==> src/rtl/pipeline_ctrl.sv <==
// -----------------------------------------------------------------------------
// pipeline_ctrl
//   Central hazard/stall controller for the 5-stage 16-bit pipeline.
//   - Detects load-use hazards between the ID and EX stages.
//   - Flushes IF/ID and ID/EX on a taken branch resolved in EX.
//   - Sequences fixed data-memory wait states (MEM_WAIT) followed by an
//     open-ended wait for mem_ready_i.
//   - Counts stalled cycles in a saturating performance counter.
//
// Ports
//   clk_i            rising-edge clock
//   rst_i            asynchronous active-low reset
//   id_rs1_i/rs2_i   source registers of the ID instruction
//   id_useRs1_i/2_i  ID instruction actually reads rs1/rs2
//   ex_memRead_i     EX instruction is a load
//   ex_reg3_i        destination register of the EX instruction
//   ex_branchTaken_i EX resolved a taken branch/jump
//   mem_req_i        MEM stage holds a load or store
//   mem_ready_i      data memory ready/ack
//   stall_o          stall code for PC and pipeline registers
//   flush_o          flush of IF/ID and ID/EX
//   mem_done_o       one-cycle pulse when a memory access completes
//   stall_cnt_o      saturating count of cycles with stall_o != 0
// -----------------------------------------------------------------------------
module pipeline_ctrl #(
    parameter int REG_W    = 3,
    parameter int MEM_WAIT = 2,
    parameter int CNT_W    = 16
) (
    input  logic             clk_i,
    input  logic             rst_i,
    input  logic [REG_W-1:0] id_rs1_i,
    input  logic [REG_W-1:0] id_rs2_i,
    input  logic             id_useRs1_i,
    input  logic             id_useRs2_i,
    input  logic             ex_memRead_i,
    input  logic [REG_W-1:0] ex_reg3_i,
    input  logic             ex_branchTaken_i,
    input  logic             mem_req_i,
    input  logic             mem_ready_i,
    output logic [5:0]       stall_o,
    output logic             flush_o,
    output logic             mem_done_o,
    output logic [CNT_W-1:0] stall_cnt_o
);

    localparam logic [5:0] STALL_NONE    = 6'b000000;
    localparam logic [5:0] STALL_LOADUSE = 6'b001011;
    localparam logic [5:0] STALL_MEMWAIT = 6'b011111;

    // A zero-wait configuration still needs a legal (1-bit) counter.
    localparam int WCNT_W = (MEM_WAIT > 0) ? $clog2(MEM_WAIT + 1) : 1;
    localparam logic [WCNT_W-1:0] WCNT_INIT =
        (MEM_WAIT > 0) ? WCNT_W'(MEM_WAIT - 1) : '0;

    typedef enum logic {
        IDLE  = 1'b0,
        MWAIT = 1'b1
    } state_t;

    state_t             state_q, state_d;
    logic [WCNT_W-1:0]  wcnt_q, wcnt_d;
    logic [CNT_W-1:0]   cnt_q, cnt_d;

    logic mem_stall;   // memory wait is holding the pipeline this cycle
    logic mem_exit;    // access completes this cycle
    logic load_use;

    assign load_use = ex_memRead_i &
                      ((id_useRs1_i & (id_rs1_i == ex_reg3_i)) |
                       (id_useRs2_i & (id_rs2_i == ex_reg3_i)));

    // ---------------- state register ----------------
    always_ff @(posedge clk_i or negedge rst_i) begin
        if (!rst_i) begin
            state_q <= IDLE;
            wcnt_q  <= '0;
            cnt_q   <= '0;
        end else begin
            state_q <= state_d;
            wcnt_q  <= wcnt_d;
            cnt_q   <= cnt_d;
        end
    end

    // ---------------- next-state logic ----------------
    always_comb begin
        state_d = state_q;
        wcnt_d  = wcnt_q;
        case (state_q)
            IDLE: begin
                if (mem_req_i) begin
                    if (MEM_WAIT > 0) begin
                        state_d = MWAIT;
                        wcnt_d  = WCNT_INIT;
                    end else if (!mem_ready_i) begin
                        // Zero-wait memory that is not ready yet: park in
                        // MWAIT with the counter already expired.
                        state_d = MWAIT;
                        wcnt_d  = '0;
                    end
                end
            end
            MWAIT: begin
                if (wcnt_q != '0) begin
                    wcnt_d = wcnt_q - WCNT_W'(1);
                end else if (mem_ready_i) begin
                    state_d = IDLE;
                end
            end
            default: begin
                state_d = IDLE;
                wcnt_d  = '0;
            end
        endcase

        // Stall counter saturates at all-ones.
        cnt_d = cnt_q;
        if ((stall_o != STALL_NONE) && (cnt_q != '1)) begin
            cnt_d = cnt_q + CNT_W'(1);
        end
    end

    // ---------------- output logic ----------------
    always_comb begin
        mem_stall  = 1'b0;
        mem_exit   = 1'b0;
        stall_o    = STALL_NONE;
        flush_o    = 1'b0;
        mem_done_o = 1'b0;

        case (state_q)
            IDLE: begin
                if (mem_req_i) begin
                    if ((MEM_WAIT == 0) && mem_ready_i) begin
                        mem_exit = 1'b1;
                    end else begin
                        mem_stall = 1'b1;
                    end
                end
            end
            MWAIT: begin
                if ((wcnt_q == '0) && mem_ready_i) begin
                    mem_exit = 1'b1;
                end else begin
                    mem_stall = 1'b1;
                end
            end
            default: begin
                mem_stall = 1'b0;
            end
        endcase

        // Outputs are silent while reset is held. A taken branch outranks
        // load-use because the ID instruction is discarded anyway; while the
        // memory stall is active EX is frozen, so the branch is delayed until
        // the wait ends rather than lost.
        if (rst_i) begin
            mem_done_o = mem_exit;
            if (mem_stall) begin
                stall_o = STALL_MEMWAIT;
            end else if (ex_branchTaken_i) begin
                flush_o = 1'b1;
            end else if (load_use) begin
                stall_o = STALL_LOADUSE;
            end
        end
    end

    assign stall_cnt_o = cnt_q;

endmodule
==> config.mk <==
export PLATFORM = sky130hd
export DESIGN_NAME = pipeline_ctrl
export DESIGN_NICKNAME = d
export VERILOG_FILES = /design/src/rtl/pipeline_ctrl.sv
export SDC_FILE = /design/constraint.sdc
export NUM_CORES = 1
export LEC_CHECK = 0
export CAP_MARGIN = 25
export CORE_ASPECT_RATIO = 1.2
export CORE_MARGIN = 2
export CORE_UTILIZATION = 28
export DETAILED_ROUTE_END_ITERATION = 10
export PLACE_DENSITY_LB_ADDON = 0.25
export SLEW_MARGIN = 20
export SYNTH_ARGS = -nofsm -noshare
export SYNTH_HDL_FRONTEND = slang
export SYNTH_SLANG_ARGS = --single-unit
==> constraint.sdc <==
create_clock -name clk_i -period 2.5 [get_ports clk_i]
set_clock_uncertainty 0.1 [all_clocks]
set_input_delay 0.25 -clock clk_i [delete_from_list [all_inputs] [get_ports clk_i]]
set_output_delay 0.25 -clock clk_i [all_outputs]
set_load 0.01 [all_outputs]
==> results of run 1 <==
==> placed cells by master, fill, tap and decap left out, types with 2 or more instances in the layout <==
cell / synthesis / routed
clkdlybuf4s50_1: 0 / 37
dfrtp_1: 19 / 19
xnor2_1: 16 / 16
nand2_1: 10 / 10
nand4_1: 6 / 6
nand3_1: 6 / 6
nor2_1: 5 / 5
xor2_1: 4 / 4
and3_1: 4 / 4
inv_1: 4 / 3
and3_2: 3 / 3
o21ai_0: 3 / 3
clkbuf_8: 0 / 3
nand3_2: 2 / 2
a21oi_1: 2 / 2
ha_1: 2 / 2
dlymetal6s2s_1: 0 / 2
buf_4: 4 / 2
==> critical path: stages <==
cell	delay (ns)
clkdlybuf4s50_1	0.52
xnor2_1	0.14
nand2_1	0.10
o31ai_2	0.20
a21o_1	0.22
clkdlybuf4s50_1	0.56
==> power by group through the flow <==
| stage | registers (uW) | clock network, uW | logic, uW |
|---|---|---|---|
| 4_1_cts | 454 | 218 | 453 |
| 6_report | 452 | 207 | 446 |
| 3_3_place_gp | 452 | 0 | 436 |
| 3_5_place_dp | 458 | 0 | 449 |
| 5_1_grt | 469 | 231 | 503 |
| 2_1_floorplan | 461 | 0 | 238 |
==> kinds of logic (layout without fill, tap and decap cells) <==
group / count (synthesis) / in the layout / share of synthesized area (%)
AND/OR/NAND/NOR: 42 / 42 / 22.57
XOR/XNOR: 20 / 20 / 16.37
flip-flops: 19 / 19 / 44.44
AO/OA/AOI/OAI: 11 / 11 / 7.603
buffers and inverters: 9 / 49 / 5.263
adder cells (fa/ha/maj): 2 / 2 / 2.339
other: 1 / 1 / 0.3505
multiplexers: 1 / 1 / 1.053
==> synth_stat cells <==
cell / count / area share (%)
nor2_1: 5 / 1.8
inv_1: 4 / 1.4
and3_2: 3 / 2.1
o31ai_1: 1 / 0.70
and3_1: 4 / 2.3
o21a_1: 1 / 0.70
and4_4: 1 / 1.1
xor2_1: 4 / 3.3
nand4_2: 1 / 1.2
nand4_1: 6 / 3.5
nand3_1: 6 / 2.8
nand3_2: 2 / 1.9
o21ai_0: 3 / 1.4
nor2_2: 1 / 0.59
nand2b_1: 1 / 0.59
buf_6: 1 / 1.1
nand2_1: 10 / 3.5
o211ai_1: 1 / 0.70
and4_1: 1 / 0.82
a21oi_1: 2 / 0.94
o32ai_2: 1 / 1.5
buf_4: 4 / 2.8
o311a_1: 1 / 0.94
nor3_1: 1 / 0.47
dfrtp_1: 19 / 44
xnor2_1: 16 / 13
ha_1: 2 / 2.3
mux2_2: 1 / 1.1
a21o_1: 1 / 0.70
conb_1: 1 / 0.35
==> final timing paths <==
kind                                            start                    endpoint  cells after the start
worst max-delay path                     ex_reg3_i[0]                  stall_o[0]                      6
worst min-delay path                            rst_i           state_q$_DFF_PN0_                      2
worst max register to register  wcnt_q[0]$_DFFE_PN0P_  stall_cnt_o[9]$_DFFE_PN0P_                     10
worst min register to register  wcnt_q[1]$_DFFE_PN0P_       wcnt_q[1]$_DFFE_PN0P_                      2
max in group asynchronous                       rst_i       wcnt_q[0]$_DFFE_PN0P_                      2
min in group clk_i              wcnt_q[1]$_DFFE_PN0P_       wcnt_q[1]$_DFFE_PN0P_                      2
==> metal layers <==
layer	track usage, %	vias to the layer above	routed length, um
li1	-	439	-
met1	16.61	426	1089
met2	20.89	21	1247
met3	1.444	2	104
met4	2.899	0	12
met5	0	-	0
==> cell type report <==
type,count,area share [%]
Clock buffer,4,2.899
Tap cell,52,4.187
Timing Repair Buffer,41,26.41
Multi-Input combinational cell,77,34.94
Inverter,4,0.9662
Sequential cell,19,30.60
==> per-stage QoR <==
step | utilization (%) | instance area [um2] | total power [uW] | setup WS [ns] | hold WS [ns]
finish | 42.42 | 1554 | 1105 | 0.1733 | 0.3258
global route | 42.42 | 1554 | 1203 | 0.005802 | 0.3508
CTS | 42.14 | 1544 | 1124 | 0.09599 | 0.3291
detailed placement | 40.92 | 1499 | 906.9 | 0.09547 | 0.3793
global placement | 40.92 | 1499 | 888.0 | 0.1309 | 0.3644
floorplan | - | 1070 | 699.5 | 0.6457 | -0.1456
==> flip-flops by register name, summed over array words and instances (netlist names) <==
name,cells
stall_cnt_o,16
wcnt_q,2
state_q,1
==> impl_metrics.json, run 1 <==
{
  "cts_buffers": 3,
  "arrival_ns": 1.98,
  "grt_pass1_wl_mm": 4.209,
  "ir_worst_vdd_v": 0.0004598,
  "required_ns": 2.15,
  "core-area_mm2": 0.003664,
  "die_h_um": 71.71,
  "ant_nets": 0,
  "area_growth_pct": 45.26,
  "seqPwrFrac_pct": 40.9,
  "synth.cell_area_mm2": 0.001070,
  "dr.pass1.iters": 4,
  "ios": 41,
  "p_leak_uw": 0.0006632,
  "root_buffer": "clkbuf_8",
  "final.min_clock_period_ns": 2.327,
  "vias": 888,
  "period_share_pct": 93.07,
  "syn_avg_cell_area_um2": 10.19,
  "start_util_pct": 29.20,
  "final.setup.tns_ns": 0,
  "insertedDiodeCount": 0,
  "gp_congestion": 0.7876,
  "yosysSeqAreaShare_pct": 44.44,
  "port_buffers": 39,
  "powerDensity_mw_per_mm2": 711.2,
  "wl_per_cell_um": 12.45,
  "maxSlewViolCount": 0,
  "final_cells": 197,
  "rrSetupSlack_ns": 0.44,
  "die_w_um": 60.43,
  "p_int_uw": 727.9,
  "htree_levels": 1,
  "post_drt_via_cell_ratio": 4.508,
  "seqCellArea_um2": 475.5,
  "rows": 24,
  "ys_types": 30,
  "drive_above_1_share_pct": 11.72,
  "grt_max_degree": 22,
  "setup_viol_count_final": 0,
  "grt_remaining_overflow": 0,
  "fillers": 397,
  "syn_inst": 105,
  "power_switching_uw": 377.3,
  "worst-setup-path-type": "input pin to output pin",
  "hold_path.class": "input pin to asynchronous set/reset pin",
  "grt_pass1_vias": 934,
  "drcViolationCount": 0,
  "timing_hold_violations_final": 0,
  "critical_path.max_fanout": 6,
  "antenna_found_initial": 0,
  "max_cap_viol_count": 0,
  "clock_path_buffers": 2,
  "ctsResizeCount": 0,
  "p_comb_share_pct": 40.4,
  "drt_iter0_drc": 32,
  "dp_hpwl_mm": 1.925,
  "cts_setup_buffers": 0,
  "clk_pin_slew_ns": 0.07,
  "status": "finished, final reports clean",
  "placed_cells": 193,
  "power_frac_clock_pct": 18.7,
  "synth.net_count": 124,
  "track_usage_pct": 12.31,
  "layout.nets": 165,
  "start_kind": "input pin",
  "cts_tree": "done",
  "cp-end-kind": "output pin",
  "rsz0062_at_grt": "no",
  "cts_sinks": 19,
  "wl_mm": 2.453,
  "sw_frac_of_total_pct": 34.14,
  "cts_hold_buf": 0,
  "die_area_mm2": 0.004333,
  "insertion_delay_ns": 0.25,
  "synth_seq_cells": 19,
  "ys_warn_count": 0,
  "timing.fmax_ghz": 0.4298,
  "multi_input_area_um2": 543.0
}
Note: power is estimated with default switching activity, not from simulation.
==> run 2: changes to the inputs <==
Settings changed: CTS_CLUSTER_DIAMETER set to 80.
Clock period 2.5 ns to 3 ns, I/O delays scaled along.
==> impl_metrics.json, run 2 (same netlist as run 1, synthesis figures left out) <==
{
  "status": "finished, final reports clean",
  "drive_above_1_share_pct": 9.722,
  "timing.rr.start": "wcnt_q[0]$_DFFE_PN0P_",
  "crit_buf_inv": 2,
  "vias": 866,
  "gp_congestion": 0.7541,
  "die_w_um": 60.43,
  "max_stage_delay_ns": 0.56,
  "hold_path.class": "input pin to asynchronous set/reset pin",
  "antenna_found_initial": 0,
  "regToRegEndpoint": "stall_cnt_o[1]$_DFFE_PN0P_",
  "insertedDiodeCount": 0,
  "rrSetupSlack_ns": 0.72,
  "rows": 24,
  "powerDensity_mw_per_mm2": 599.1,
  "setup_viol_count_final": 0,
  "final.setup.tns_ns": 0,
  "clk_pin_slew_ns": 0.07,
  "crit_family": "buffers and inverters",
  "ant_nets": 0,
  "endpoint": "stall_o[0]",
  "post_drt_via_cell_ratio": 4.418,
  "insertion_delay_ns": 0.25,
  "maxSlewViolCount": 0,
  "layout.nets": 164,
  "worst_slack_ns": 0.5155,
  "path_cells": "clkdlybuf4s50_1 > xnor2_1 > nand2_1 > o31ai_1 > a21o_1 > clkdlybuf4s50_1",
  "period_share_pct": 82.82,
  "wl_mm": 2.376,
  "max_cap_viol_count": 0,
  "arrival_ns": 2.08,
  "cts_sinks": 19,
  "cts_hold_buf": 0,
  "cp-end-kind": "output pin",
  "dr.pass1.iters": 4,
  "worst_slew_pin_slew_ns": 0.6157,
  "wl_per_cell_um": 12.12,
  "startpoint": "ex_reg3_i[0]",
  "cts_tree": "done",
  "cp_common_cell": "clkdlybuf4s50_1",
  "root_buffer": "clkbuf_8",
  "largest_reg_flops": 16,
  "die_area_mm2": 0.004333,
  "htree_levels": 1,
  "grt_pass1_vias": 931,
  "port_buffers": 39,
  "timing.fmax_ghz": 0.4025,
  "grt_max_degree": 22,
  "path_depth": 6,
  "final_common_cell": "clkdlybuf4s50_1",
  "final_area_mm2": 0.001536,
  "rsz0062_at_grt": "no",
  "drcViolationCount": 0,
  "dp_hpwl_mm": 1.783,
  "cts_setup_buffers": 0,
  "start_util_pct": 29.20,
  "grt_remaining_overflow": 0,
  "timing_hold_violations_final": 0,
  "ios": 41,
  "dp_slack_ns": 0.4989,
  "ir_worst_vdd_v": 0.0003451,
  "place_area_mm2": 0.001491,
  "relSlewSlack_pct": 58.91,
  "area_growth_pct": 43.63,
  "grt_pass1_wl_mm": 4.305,
  "final.min_clock_period_ns": 2.484,
  "track_usage_pct": 12.92,
  "cts_buffers": 3,
  "worst-setup-path-type": "input pin to output pin",
  "critical_path.max_fanout": 6,
  "drt_iter0_drc": 78,
  "layout_common_cells": "clkdlybuf4s50_1, dfrtp_1, xnor2_1",
  "start_kind": "input pin",
  "die_h_um": 71.71,
  "core-area_mm2": 0.003664,
  "clock_path_buffers": 2,
  "required_ns": 2.60,
  "final_util_pct": 41.94,
  "ctsResizeCount": 0,
  "reg2reg_depth": 8,
  "slowest_stage": "clkdlybuf4s50_1",
  "p_leak_uw": 0.0006350
}
run 2: how the worst min path moves through the flow:
stage / startpoint / to / slack, ns / depth (start not counted)
after floorplan: rst_i / stall_cnt_o[0]$_DFFE_PN0P_ / -0.1 / 0
after global placement: wcnt_q[1]$_DFFE_PN0P_ / wcnt_q[1]$_DFFE_PN0P_ / 0.37 / 2
after detailed placement: wcnt_q[0]$_DFFE_PN0P_ / wcnt_q[0]$_DFFE_PN0P_ / 0.39 / 1
after CTS: rst_i / state_q$_DFF_PN0_ / 0.39 / 2
after global routing: rst_i / state_q$_DFF_PN0_ / 0.42 / 2
final: rst_i / state_q$_DFF_PN0_ / 0.37 / 2
run 2: final cells by class:
class	count	area (um2)
clock buffers	4	45.04
multi-input cells	77	538.0
inverters	4	15.01
fillers	394	2127
repair buffers	40	397.9
flip-flops and latches	19	475.5
well taps	52	65.06
run 2: where the power goes:
part	internal (uW)	switching, uW	total, uW
Clock	94.4	84.9	179
Sequential	312	62.9	375
Combinational	198	168	366
run 2: through the flow:
stage / std cells / power [uW] / hold WS (ns)
after CTS: 196 / 932.3 / 0.3857
after detailed placement: 192 / 747.5 / 0.3880
final: 196 / 920.5 / 0.3723
after global placement: 192 / 736.1 / 0.3662
after global routing: 196 / 994.5 / 0.4244
after floorplan: 105 / 582.9 / -0.09559
run 2: worst reg2reg max path: stages (launching register included):
cell      delay, ns
dfrtp_1        0.36
inv_1          0.05
ha_1           0.22
nand3_1        0.12
o211ai_1       0.12
inv_1          0.17
o32ai_2        0.12
nor2_2         0.51
mux2_2         0.41
run 2: per-layer routing:
layer | track usage (%) | wire, um | vias up
li1 | - | - | 438
met1 | 17.96 | 1065 | 401
met2 | 20.29 | 1173 | 23
met3 | 1.625 | 101 | 4
met4 | 5.072 | 35 | 0
met5 | 0 | 0 | -
